===== src/rtl/coprocessor_pkg.sv =====
// Shared definitions for the coprocessor datapath.
//   WORD_WIDTH            : element width (IEEE-754 binary32 only)
//   EXP_MSB/EXP_LSB       : exponent field bounds of a binary32 word
//   MAN_MSB               : top bit of the mantissa field
//   exc_t                 : 2-bit exception class, bit1 = NaN, bit0 = Inf
//   ser_state_t           : result serializer states
package coprocessor_pkg;

  localparam int WORD_WIDTH = 32;

  localparam int EXP_MSB = 30;
  localparam int EXP_LSB = 23;
  localparam int MAN_MSB = 22;

  typedef enum logic [1:0] {
    EXC_NONE = 2'b00,
    EXC_INF  = 2'b01,
    EXC_NAN  = 2'b10
  } exc_t;

  typedef enum logic {
    IDLE = 1'b0,
    SEND = 1'b1
  } ser_state_t;

endpackage


===== src/rtl/fp32_classify.sv =====
// Combinational binary32 classifier.
//   value : 32-bit IEEE-754 single-precision word
//   exc   : EXC_NAN when exponent is all ones and mantissa non-zero,
//           EXC_INF when exponent is all ones and mantissa zero,
//           EXC_NONE otherwise. The sign bit does not matter.
module fp32_classify
  import coprocessor_pkg::*;
(
  input  logic [WORD_WIDTH-1:0] value,
  output exc_t                  exc
);

  logic [EXP_MSB-EXP_LSB:0] exponent;
  logic [MAN_MSB:0]         mantissa;
  logic                     sign_unused;

  assign exponent    = value[EXP_MSB:EXP_LSB];
  assign mantissa    = value[MAN_MSB:0];
  assign sign_unused = value[WORD_WIDTH-1];

  always_comb begin
    exc = EXC_NONE;
    if (exponent == '1) begin
      exc = (mantissa != '0) ? EXC_NAN : EXC_INF;
    end
  end

endmodule


===== src/rtl/matrix_result_serializer.sv =====
// Serializes the 2x2 result matrix of the matrix adder onto a one-word
// valid/ready stream, row-major, with a per-word exception class.
//
// Ports:
//   clock, reset       : single clock, synchronous active-high reset
//   done               : adder done level; a 0->1 edge captures result_*
//   result_00..11      : adder results, stable while done is high
//   out_data/index/last/exc, out_valid, out_ready : output stream
//   busy               : high while a captured matrix is still being sent
//                        (direct view of the state register, SEND = 1)
//   overrun            : sticky flag, a done edge was dropped
//   clear_overrun      : synchronous clear of overrun (a same-edge drop wins)
//
// Handshake: a word transfers on a rising clock edge where out_valid and
// out_ready are both high. out_valid never depends on out_ready, and while
// out_valid is high and out_ready low every out_* signal holds stable. When
// out_valid is low the out_* payload holds its last value.
module matrix_result_serializer #(
  parameter int WORD_WIDTH = coprocessor_pkg::WORD_WIDTH
) (
  input  logic                  clock,
  input  logic                  reset,
  input  logic                  done,
  input  logic [WORD_WIDTH-1:0] result_00,
  input  logic [WORD_WIDTH-1:0] result_01,
  input  logic [WORD_WIDTH-1:0] result_10,
  input  logic [WORD_WIDTH-1:0] result_11,
  output logic [WORD_WIDTH-1:0] out_data,
  output logic [1:0]            out_index,
  output logic                  out_last,
  output logic [1:0]            out_exc,
  output logic                  out_valid,
  input  logic                  out_ready,
  output logic                  busy,
  output logic                  overrun,
  input  logic                  clear_overrun
);

  import coprocessor_pkg::*;

  // Element i of these arrays is matrix position i in row-major order.
  logic [3:0][WORD_WIDTH-1:0] res_in;
  exc_t                       res_cls [4];

  ser_state_t                 state_q, state_d;
  logic                       done_q, done_d;
  logic [3:0][WORD_WIDTH-1:0] buf_q, buf_d;
  logic [3:0][1:0]            exc_q, exc_d;
  logic [1:0]                 idx_q, idx_d;
  logic                       overrun_q, overrun_d;

  logic capture;
  logic xfer;
  logic final_xfer;
  logic dropped;

  assign res_in = {result_11, result_10, result_01, result_00};

  for (genvar i = 0; i < 4; i++) begin : g_cls
    fp32_classify u_cls (
      .value (res_in[i]),
      .exc   (res_cls[i])
    );
  end

  assign capture    = done & ~done_q;
  assign xfer       = (state_q == SEND) & out_ready;
  assign final_xfer = xfer & (idx_q == 2'd3);
  // A capture while words are still owed is lost, except on the edge that
  // hands over the last word: that slot is free again, so it is taken.
  assign dropped    = capture & (state_q == SEND) & ~final_xfer;

  always_comb begin
    state_d   = state_q;
    done_d    = done;
    buf_d     = buf_q;
    exc_d     = exc_q;
    idx_d     = idx_q;
    overrun_d = overrun_q;

    if (clear_overrun) begin
      overrun_d = 1'b0;
    end
    if (dropped) begin
      overrun_d = 1'b1;
    end

    case (state_q)
      IDLE: begin
        if (capture) begin
          state_d = SEND;
          idx_d   = 2'd0;
          buf_d   = res_in;
          for (int i = 0; i < 4; i++) begin
            exc_d[i] = res_cls[i];
          end
        end
      end
      SEND: begin
        if (final_xfer) begin
          if (capture) begin
            idx_d = 2'd0;
            buf_d = res_in;
            for (int i = 0; i < 4; i++) begin
              exc_d[i] = res_cls[i];
            end
          end else begin
            // Index stays at 3 so the idle outputs keep showing the
            // last word that was handed over.
            state_d = IDLE;
          end
        end else if (xfer) begin
          idx_d = idx_q + 2'd1;
        end
      end
      default: state_d = IDLE;
    endcase
  end

  always_ff @(posedge clock) begin
    if (reset) begin
      state_q   <= IDLE;
      done_q    <= 1'b1;  // a done level held across reset is not an edge
      buf_q     <= '0;
      exc_q     <= '0;
      idx_q     <= 2'd0;
      overrun_q <= 1'b0;
    end else begin
      state_q   <= state_d;
      done_q    <= done_d;
      buf_q     <= buf_d;
      exc_q     <= exc_d;
      idx_q     <= idx_d;
      overrun_q <= overrun_d;
    end
  end

  assign out_valid = (state_q == SEND);
  assign busy      = (state_q == SEND);
  assign out_data  = buf_q[idx_q];
  assign out_exc   = exc_q[idx_q];
  assign out_index = idx_q;
  assign out_last  = (idx_q == 2'd3);
  assign overrun   = overrun_q;

endmodule


===== config.mk =====
export PLATFORM = sky130hd
export DESIGN_NAME = matrix_result_serializer
export DESIGN_NICKNAME = d
export VERILOG_FILES = /design/src/rtl/coprocessor_pkg.sv /design/src/rtl/fp32_classify.sv /design/src/rtl/matrix_result_serializer.sv
export SDC_FILE = /design/constraint.sdc
export NUM_CORES = 1
export LEC_CHECK = 0
export BUFFER_PORTS_ARGS = -buffer_cell sky130_fd_sc_hd__buf_2
export CELL_PAD_IN_SITES_DETAIL_PLACEMENT = 0
export CELL_PAD_IN_SITES_GLOBAL_PLACEMENT = 1
export CORE_MARGIN = 2
export CORE_UTILIZATION = 41
export CTS_CLUSTER_SIZE = 25
export DETAILED_ROUTE_END_ITERATION = 8
export PLACE_DENSITY = 0.9
export SETUP_SLACK_MARGIN = 0.4
export SLEW_MARGIN = 30
export SYNTH_ARGS = -nofsm -noshare
export SYNTH_HDL_FRONTEND = slang
export SYNTH_HIERARCHICAL = 1
export SYNTH_SLANG_ARGS = --single-unit

===== constraint.sdc =====
create_clock -name clock -period 1.7 [get_ports clock]
set_clock_uncertainty 0.05 [all_clocks]
set_input_delay 0.17 -clock clock [delete_from_list [all_inputs] [get_ports clock]]
set_output_delay 0.17 -clock clock [all_outputs]
set_load 0.02 [all_outputs]

==> reports/qor_table.md, run 1 <==
| Result | This run |
|---|---|
| Result of the run | finished with violations |
| Violated checks | setup timing |
| Height of the chip | 137 um |
| Area inside the core boundary | 0.0172 mm^2 |
| Largest net degree at the start of global routing | 96 |
| Vias in the first global route | 6081 |
| Final slew viol count | 0 |
| Class of the most critical setup path | reg -> out |
| Source-to-sink clock delay at the later pin of the worst-skew pair | 420 ps |
| Cell type with the highest aggregate area in the netlist | dfxtp_1 |
| Syn-to-layout area delta | 37.3% |
| FF+latch count, synth | 141 |
| Starting density of the core | 41.9% |
| Overall die width | 137 um |
| Number of sinks handled by clock tree synthesis | 141 |
| Fraction of synthesized cell area taken by the top area cell type | 39.1% |
| Net Switching | 2070 uW |
| DPL Wire Length | 12.9 mm |
| Post-route DRC | 0 |
| Static leakage power | 0.00355 uW |
| Layout Utilization | 57.5% |
| Setup repair after global routing missed its margin | true |
| Final clock period utilization by the worst path | 118% |
| Number of antenna violations at the first check in global routing | 0 |
| Clock Power Share | 43.3% |
| Proportion of power drawn by flip-flops and latches | 42.5% |
| Iteration count of the initial detailed-routing pass | 5 |
| Number of antenna-violating nets in the routed design | 0 |
| Crit path max fanout | 8 |
| Cell Int Power | 6090 uW |
| Die Outline Area | 0.0187 mm^2 |
| Routed via count | 6632 |
| Power per cell area | 823 mW/mm^2 |
| H-Tree Level Count | 4 |
| PortBufs | 172 |
| Nets | 1038 |
| Critical Path RT | 1480 ps |
| Net Sw Frac | 25.3% |
| Final Worst Setup Slack | -307 ps |
| Post-Place Cells | 1070 |
| Mapped Cells | 740 |
| Transition time at the pin with the least slew margin | 513 ps |
| Type of destination of the critical path | primary output |
| Logic gate share of total power | 14.2% |
| Number of cell rows | 48 |
| Cts bufs inserted | 17 |
| Number of nets produced by synthesis | 874 |
| Number of warnings issued by yosys | 6 |
| Worst rel slew slack | 65.8% |
| Startpoint kind of the worst setup timing path | flop |
| Final hold violation count | 0 |
| Peak ir drop on the vdd network | 0.749 mV |
| Wire length reported by the detailed router | 23.1 mm |
| Last weighted congestion value of the routability-driven placer | 0.790 |
| Buffer levels on the longest clock path | 2 |
| Max-cap viol count | 0 |
| Final setup violation count | 112 |
| Number of distinct library cells after synthesis | 32 |
| Wire length per cell after detailed routing | 20.2 um |
| Global-route wire length before repair | 33.2 mm |
| Number of diodes | 0 |
| Non-Filler Instances | 1141 |
| Data arrival at the endpoint of the critical path | 1790 ps |
| Vias per std cell | 5.81 |
| Number of top-level pins | 173 |
| Netlist area before placement | 0.00722 mm^2 |
| Sequential share of the synthesized area | 39.1% |
| Clock transition at the registers of the reported paths | 60 ps |
| Highest attainable clock frequency | 498 MHz |
| Worst hold path type | in -> reg |
| Clock period minus worst slack | 2010 ps |
| Total global routing overflow | 0 |
| Cells taking the most area after synthesis | dfxtp_1 (39%), or3b_1 (17%), mux4_2 (11%), a21oi_1 (9.6%), o21ai_0 (8.3%) |
| Gr usage total | 23.1% |
| DRC violation total after the first TritonRoute iteration | 512 |
| Cell at the root of the clock tree | clkbuf_16 |
| TritonCTS clock tree | done |
| Synthesized area per cell | 9.75 um^2 |
| Share of cells above drive strength 1 | 40.0% |
==> final timing paths <==
kind                               startpoint           end  slack [ps]  cells past startpoint
worst min register to register      buf_q[87]     buf_q[87]         420                      2
worst max register to register   out_index[0]     buf_q[70]        -100                      8
worst min-delay path            result_01[23]     buf_q[55]          40                      3
worst max-delay path             out_index[0]  out_data[18]        -310                      4
==> cell type report <==
| class | count | area (um^2) |
|---|---|---|
| clock buffer | 20 | 467 |
| multi-input combinational | 513 | 4050 |
| inverter | 1 | 3.75 |
| fill | 1483 | 7320 |
| timing repair buffer | 230 | 2180 |
| sequential | 141 | 2830 |
| tap | 225 | 282 |
| clock inverter | 11 | 92.6 |
==> cell usage after synthesis <==
library cell / n
buf_4: 4
nand2_1: 4
a21oi_1: 138
nor4_2: 12
dlygate4sd1_1: 10
nand3_1: 1
nand2b_4: 1
buf_2: 18
o21ai_0: 120
nor2_1: 2
o21ba_1: 4
or3b_1: 136
buf_6: 1
buf_8: 10
or2_1: 5
nor3b_1: 1
clkbuf_1: 41
nor3_1: 9
a21boi_2: 1
a21oi_2: 1
nand2b_1: 3
nand3b_1: 1
o21ai_1: 17
ha_1: 1
inv_1: 1
buf_12: 1
nor2b_1: 1
dfxtp_1: 141
mux2i_1: 1
mux4_2: 34
nor4_1: 8
nand4_1: 12
==> flip-flops by register name (all words and copies together) (netlist names) <==
register,count
buf_q,128
out_index,2
overrun,1
exc_q,8
busy,1
done_q,1
==> logic make-up after synthesis <==
| group | count (synthesis) | synth area share (%) |
|---|---|---|
| DFF | 141 | 39.1 |
| adders and majority gates | 1 | 0.173 |
| AOI/OAI and AO/OA | 281 | 19.9 |
| and+or+nand+nor | 196 | 22.5 |
| buffers and inverters | 86 | 7.57 |
| muxes | 35 | 10.7 |
==> cell usage in the layout, fill, tap and decap left out, types with 2 or more instances in the layout <==
master         netlist  layout
buf_2               18     139
dfxtp_1            141     138
or3b_1             136     118
a21oi_1            138     102
o21ai_0            120     100
o21ai_1             17      37
a21oi_2              1      37
mux4_2              34      34
buf_6                1      30
clkbuf_16            0      28
or3b_4               0      18
buf_12               1      14
buf_16               0      14
buf_4                4      14
nand4_1             12      12
nor4_2              12      12
nor3_1               9       9
nor4_1               8       8
or2_1                5       5
clkinv_2             0       5
buf_8               10       5
nand2_1              4       4
o21ba_1              4       4
nand2b_1             3       3
clkbuf_8             0       3
clkinvlp_4           0       3
dlygate4sd3_1        0       3
dfxtp_4              0       2
==> per-layer routing <==
layer  global-route usage, %  vias up  routed length (um)  part of all wire [%]
met1                    33.6     3172               10300                    45
li1                        -     3136                   -                     -
met4                    6.42        0                 342                   1.5
met2                    34.9      298               10700                    46
met5                       0        -                   0                     0
met3                    4.26       26                1770                   7.7
==> critical path, cell delays in order (launching register included) <==
cell and delay [ps]:
dfxtp_4 360, buf_12 140, buf_12 150, mux4_2 550
buf_6 160
==> metrics by stage <==
stage	hold WS (ps)	worst slack [ps]	TNS [ps]	total power, uW	cell area, um^2
CTS	26.8	-319	-11090	8050	9310
global placement	355	20.5	0	4350	8130
floorplan	220	177	0	4050	7350
finish	44.6	-307	-11630	8160	9910
global route	35.0	-339	-18570	8430	9910
detailed placement	354	-29.4	-51.0	4360	8130
==> power groups by stage <==
stage	clock network (uW)	registers [uW]	logic [uW]
floorplan	0	3520	529
global placement	0	3530	820
detailed placement	0	3530	825
CTS	3600	3460	990
global route	3720	3470	1230
finish	3540	3460	1160
==> timing repair <==
| item | 4_1_cts | 5_1_grt |
|---|---|---|
| endpoints found under the setup margin | 176 | 177 |
| resized for setup | 76 | 92 |
| cloned | 10 | 16 |
| pin swaps | 5 | 32 |
| setup buffers | 8 | 3 |
| hold buffers | 3 | 0 |
| hold endpoints to repair | 4 | 0 |
No activity file was read; power rests on OpenSTA's default activity.
==> run 2, diff against run 1 <==
Settings changed: GPL_TIMING_DRIVEN set to 0, MAX_ROUTING_LAYER set to met4.
==> run 2 against run 1 <==
The run still ends with setup timing left. Largest cell class unchanged. Setup slack lost 30 ps. Cell area up 14%. Critical path depth up 6. Power grew 11%. First-iteration DRC count rose by 52%. Final cell count up 7.4%.
==> reports/qor_table.md, run 2 (synthesis results as in run 1) <==
| Result | This run |
|---|---|
| Result of the run | finished with violations |
| Violated checks | setup timing |
| Overall die width | 137 um |
| Highest-count cells in the layout ignoring fill and taps | buf_2 (138), dfxtp_1 (138), or3b_1 (92), a21oi_1 (80), a21oi_2 (59) |
| Setup repair after global routing missed its margin | true |
| Largest register FFs | 128 |
| Setup Total Neg Slack | -40240 ps |
| Worst hold path type | in -> reg |
| Wire length per cell after detailed routing | 24.8 um |
| Final Worst Setup Slack | -337 ps |
| Area inside the core boundary | 0.0172 mm^2 |
| Power per cell area | 801 mW/mm^2 |
| Number of top-level pins | 173 |
| Highest attainable clock frequency | 491 MHz |
| Static leakage power | 0.00407 uW |
| Number of antenna-violating nets in the routed design | 0 |
| Cts bufs inserted | 17 |
| Crit path max fanout | 6 |
| Type of destination of the critical path | flop |
| Critical Path RT | 2020 ps |
| Clock transition at the registers of the reported paths | 60 ps |
| Final hold violation count | 0 |
| Starting density of the core | 41.9% |
| Global-route wire length before repair | 40.5 mm |
| Iteration count of the initial detailed-routing pass | 6 |
| Last weighted congestion value of the routability-driven placer | 0.928 |
| Source-to-sink clock delay at the later pin of the worst-skew pair | 440 ps |
| Total global routing overflow | 0 |
| Worst rel slew slack | 46.6% |
| Startpoint kind of the worst setup timing path | flop |
| Vias in the first global route | 7252 |
| Number of antenna violations at the first check in global routing | 0 |
| Syn-to-layout area delta | 56.4% |
| Routed via count | 7671 |
| Power, Total | 9040 uW |
| Final clock period utilization by the worst path | 120% |
| Peak ir drop on the vdd network | 0.801 mV |
| DRC violation total after the first TritonRoute iteration | 778 |
| Transition time at the pin with the least slew margin | 801 ps |
| Number of cell rows | 48 |
| Wire length reported by the detailed router | 30.3 mm |
| Layout filler cell count | 1254 |
| Register ranked first by flip-flop count | buf_q |
| Data arrival at the endpoint of the critical path | 2350 ps |
| Clock period minus worst slack | 2040 ps |
| Die Outline Area | 0.0187 mm^2 |
| Number of sinks handled by clock tree synthesis | 141 |
| Final setup violation count | 174 |
| PortBufs | 171 |
| Share of cells above drive strength 1 | 52.3% |
| Cell at the root of the clock tree | clkbuf_16 |
| Post-route DRC | 0 |
| Buffer levels on the longest clock path | 2 |
| H-Tree Level Count | 4 |
| Max-cap viol count | 0 |
| TritonCTS clock tree | done |
| Gr usage total | 30.3% |
| Nets | 1121 |
| Class of the most critical setup path | reg -> reg |
| Final slew viol count | 0 |
| Height of the chip | 137 um |
| Vias per std cell | 6.26 |
| DPL Wire Length | 18.8 mm |
| Largest net degree at the start of global routing | 17 |
## run 2: cell types whose count changed in the layout (fill, tap and decap cells not counted), moves of 9 or more
cell           previous run  this run
a21oi_2                  37        59
o21ai_0                 100        43
buf_6                    30        56
o21ai_2                   0        42
a21oi_1                 102        80
dlygate4sd1_1             0         9
or3b_1                  118        92
o21ai_4                   0         9
buf_8                     5        37
or3b_4                   18        44
clkbuf_1                  0        21
## run 2: what timing repair did
item | 4_1_cts | 5_1_grt
endpoints found under the hold margin | 2 | 0
hold buffers | 2 | 0
pin swaps | 126 | 175
setup buffers | 20 | 5
gates resized for setup | 167 | 291
gates cloned | 15 | 15
endpoints found under the setup margin | 175 | 177
## run 2: power breakdown
group,internal [uW],total (uW),switching (uW)
Combinational,759,1520,760
Sequential,3410,3480,73.7
Clock,2520,4040,1520
## run 2: per-stage QoR
step | utilization [%] | cell area [um^2] | instances | worst slack, ps | hold WS (ps)
global placement | 49.3 | 8490 | 1136 | -218 | 374
detailed placement | 49.3 | 8490 | 1136 | -222 | 388
global route | 65.5 | 11300 | 1224 | -361 | 28.8
floorplan | - | 7350 | 740 | 177 | 220
CTS | 59.0 | 10200 | 1204 | -336 | 26.8
finish | 65.5 | 11300 | 1225 | -337 | 33.0
## run 2: critical path, cell delays in order (launching register included)
cell and delay (ps):
dfxtp_4 360, buf_4 100, buf_6 90, ha_4 150
a21boi_4 100, buf_8 170, buf_12 160, buf_12 130
buf_16 120, or3b_4 390, a21oi_2 150
## run 2: path summary, 6_finish.rpt
| kind | start | end | slack, ps | cells after the start |
|---|---|---|---|---|
| worst max-delay path | out_index[0] | exc_q[5] | -340 | 10 |
| worst min-delay path | result_01[31] | buf_q[63] | 30 | 3 |
| worst max register to register | out_index[0] | exc_q[5] | -340 | 10 |
| worst min register to register | buf_q[114] | buf_q[114] | 410 | 2 |
## run 2: final cells by class
class / count / area [um^2] / share of cell area (%)
clock buffer: 20 / 457 / 4.05
tap: 225 / 282 / 2.49
inverter: 1 / 3.75 / 0.0332
clock inverter: 11 / 165 / 1.46
antenna: 1 / 2.50 / 0.0222
multi-input combinational: 513 / 4480 / 39.6
sequential: 141 / 2830 / 25.1
timing repair buffer: 228 / 2070 / 18.4
buffer: 85 / 998 / 8.84
## run 2: routing by layer
layer	GRT usage (%)	routed length (um)
met1	38.0	11400
met2	47.6	14100
met3	6.26	3290
met4	12.6	1490
met5	-	0
==> run 3, diff against run 2 <==
Settings changed: ABC_AREA set to 1, CORE_UTILIZATION 41 to 37, PLACE_DENSITY 0.9 to 0.91.
==> run 3 against run 2 <==
The flow still finishes with violations (setup timing). Power up 11%. Register-to-register slack better by 80 ps. Fmax up 4.2%. Clock-buffer cell count up 8. Die area up 12%. Sequential power up 3%. Cell area up 23%. Flip-flop and latch count unchanged. Wire length up 10%. Critical path depth up 2. Global-route usage down 0.30 points. Synthesized cell count up 64%. Largest cell class unchanged.
==> reports/qor_table.md, run 3 <==
| Result | This run |
|---|---|
| Most common library cell in the layout ignoring fill and taps | nor2_1 |
| Wire length reported by the detailed router | 33.4 mm |
| Starting density of the core | 37.7% |
| Number of antenna violations at the first check in global routing | 0 |
| Type of destination of the critical path | flop |
| Synthesized area per cell | 6.00 um^2 |
| DRC violation total after the first TritonRoute iteration | 691 |
| Cell type with the highest aggregate area in the netlist | dfxtp_1 |
| Number of distinct library cells after synthesis | 21 |
| Buffer levels on the longest clock path | 2 |
| Clock period minus worst slack | 1950 ps |
| Largest register FFs | 128 |
| Worst hold path type | in -> reg |
| Final Worst Setup Slack | -254 ps |
| Netlist area before placement | 0.00730 mm^2 |
| Result of the run | finished with violations |
| Hold Path Stages | 5 |
| Number of nets produced by synthesis | 1351 |
| Highest attainable clock frequency | 512 MHz |
| Final slew viol count | 0 |
| Die Outline Area | 0.0209 mm^2 |
| Flip-flop cell with the highest count after synthesis | dfxtp_1 |
| Mapped Cells | 1217 |
| Clock transition at the registers of the reported paths | 60 ps |
| Busiest layer in global routing | met2 |
| Final clock period utilization by the worst path | 115% |
| Critical Path RT | 2000 ps |
| TritonCTS clock tree | done |
| Number of sinks handled by clock tree synthesis | 141 |
| Worst hold endpoint | overrun |
| Met3 Resource Use GR | 4.87% |
| Number of cell rows | 51 |
| Final hold violation count | 0 |
| Gr usage total | 30.0% |
| Number of diodes | 0 |
| Crit path max fanout | 8 |
| Post-Place Cells | 1654 |
| Post-synth top cells | nand2_1 (355), nor2_1 (337), inv_1 (159) |
| R2r setup slk | -250 ps |
| Number of antenna-violating nets in the routed design | 0 |
| Cts bufs inserted | 17 |
| Last weighted congestion value of the routability-driven placer | 0.861 |
| Fraction of synthesized cell area taken by the top area cell type | 38.6% |
| Final setup violation count | 170 |
| Wire length per cell after detailed routing | 17.7 um |
| Worst reg2reg startpoint | out_index[0] |
| Startpoint kind of the worst setup timing path | flop |
| Terminus of the critical flop-to-flop path | buf_q[18] |
| Transition time at the pin with the least slew margin | 605 ps |
| Number of flops mapped to enable cells by yosys | 0 |
| Fraction of registers with async set or reset after synthesis | 0% |
| H-Tree Level Count | 4 |
| Register ranked first by flip-flop count | buf_q |
| Syn-to-layout area delta | 90.1% |
| Peak ir drop on the vdd network | 0.730 mV |
| Violated checks | setup timing |
| Total global routing overflow | 0 |
| Worst rel slew slack | 59.6% |
| Overall die width | 145 um |
| Sequential share of the synthesized area | 38.6% |
| Routed via count | 9429 |
| Class of the most critical setup path | reg -> reg |
| Most instantiated library cell after synthesis | nand2_1 |
| Layout Utilization | 71.6% |
| Largest net degree at the start of global routing | 17 |
| Startpoint of the worst hold path | done |
| Iteration count of the initial detailed-routing pass | 5 |
| Non-Filler Instances | 1886 |
| Source-to-sink clock delay at the later pin of the worst-skew pair | 430 ps |
| DPL Wire Length | 17.9 mm |
| PortBufs | 172 |
| Max-cap viol count | 0 |
| Power per cell area | 720 mW/mm^2 |
| Height of the chip | 145 um |
| Cells taking the most area after synthesis | dfxtp_1 (39%), nand2_1 (18%), nor2_1 (17%), inv_1 (8.2%), a21oi_1 (4.9%) |
| Worst-case setup slack after placement | -112 ps |
| R2R depth | 12 |
| Met1 demand-to-capacity share in global routing | 37.7% |
| Global-route wire length before repair | 45.9 mm |
| Power, Total | 10000 uW |
| Number of top-level pins | 173 |
| Post-route DRC | 0 |
| Vias in the first global route | 8761 |
| FF+latch count, synth | 141 |
| Nets | 1746 |
| Area inside the core boundary | 0.0194 mm^2 |
| Data arrival at the endpoint of the critical path | 2260 ps |
| Static leakage power | 0.00666 uW |
| Number of warnings issued by yosys | 6 |
| Highest-count cells in the layout ignoring fill and taps | nor2_1 (233), nand2_1 (212), inv_1 (158), buf_2 (147), dfxtp_1 (138) |
| Global Route met2 Usage | 49.3% |
| Vias per std cell | 5.00 |
| Share of cells above drive strength 1 | 41.2% |
| Setup repair after global routing missed its margin | true |
| Cell at the root of the clock tree | clkbuf_16 |
-- run 3: layer usage --
layer  part of all wire, %  vias to the layer above
met2                    49                      464
met5                     0                        -
met3                   8.1                       89
met4                   3.4                        0
li1                      -                     4441
met1                    40                     4435
-- run 3: worst max-delay path, stage by stage (launching register included) --
cell and delay, ps:
dfxtp_4 470, ha_4 190, inv_4 40, nand2_4 60, nand3_4 100, buf_6 150
buf_12 130, buf_12 120, buf_16 140, buf_16 150, nand2_4 60, nand2_2 40
nor2_1 160
-- run 3: timing repair --
action / 4_1_cts / 5_1_grt
hold buffers: 131 / 0
setup buffers: 33 / 4
hold endpoints to repair: 131 / 0
pin swaps: 42 / 94
cloned: 31 / 5
gates resized for setup: 373 / 317
setup endpoints to repair: 175 / 177
-- run 3: how the worst max path moves through the flow --
stage	startpoint	endpoint	slack [ps]	cells past startpoint
3_5_place_dp	out_index[0]	out_data[24]	-110	6
2_1_floorplan	out_index[0]	exc_q[0]	320	8
3_3_place_gp	out_index[0]	out_data[24]	-80	6
5_1_grt	out_index[0]	buf_q[109]	-270	12
6_report	out_index[0]	buf_q[18]	-250	12
4_1_cts	out_index[0]	out_data[1]	-180	6
-- run 3: area by class of cell --
| type | instances | area (um^2) |
|---|---|---|
| well taps | 265 | 332 |
| inverters | 162 | 623 |
| repair buffers | 376 | 3820 |
| clock buffers | 28 | 547 |
| flip-flops and latches | 141 | 2830 |
| fillers | 1378 | 5510 |
| multi-input cells | 847 | 4870 |
| plain buffers | 67 | 852 |
-- run 3: where the power goes --
part,switching [uW],internal (uW),leakage [uW]
Sequential,101,3490,0.00115
Combinational,1490,1360,0.00523
Clock,1410,2150,0.000271
-- run 3: cell families after synthesis --
logic type               share of synthesized area [%]
AND/OR/NAND/NOR                                   36.9
buffers and inverters                             14.7
flip-flops                                        38.6
AO/OA/AOI/OAI                                     9.59
adder cells (fa/ha/maj)                          0.171
-- run 3: stage by stage --
| stage | instance area (um^2) | TNS (ps) | hold WS (ps) |
|---|---|---|---|
| 2_1_floorplan | 7400 | 0 | 189 |
| 3_3_place_gp | 8590 | -386 | 319 |
| 3_5_place_dp | 8590 | -516 | 327 |
| 4_1_cts | 12700 | -9850 | 59.2 |
| 5_1_grt | 13900 | -30100 | 89.3 |
| 6_report | 13900 | -23980 | 58.5 |
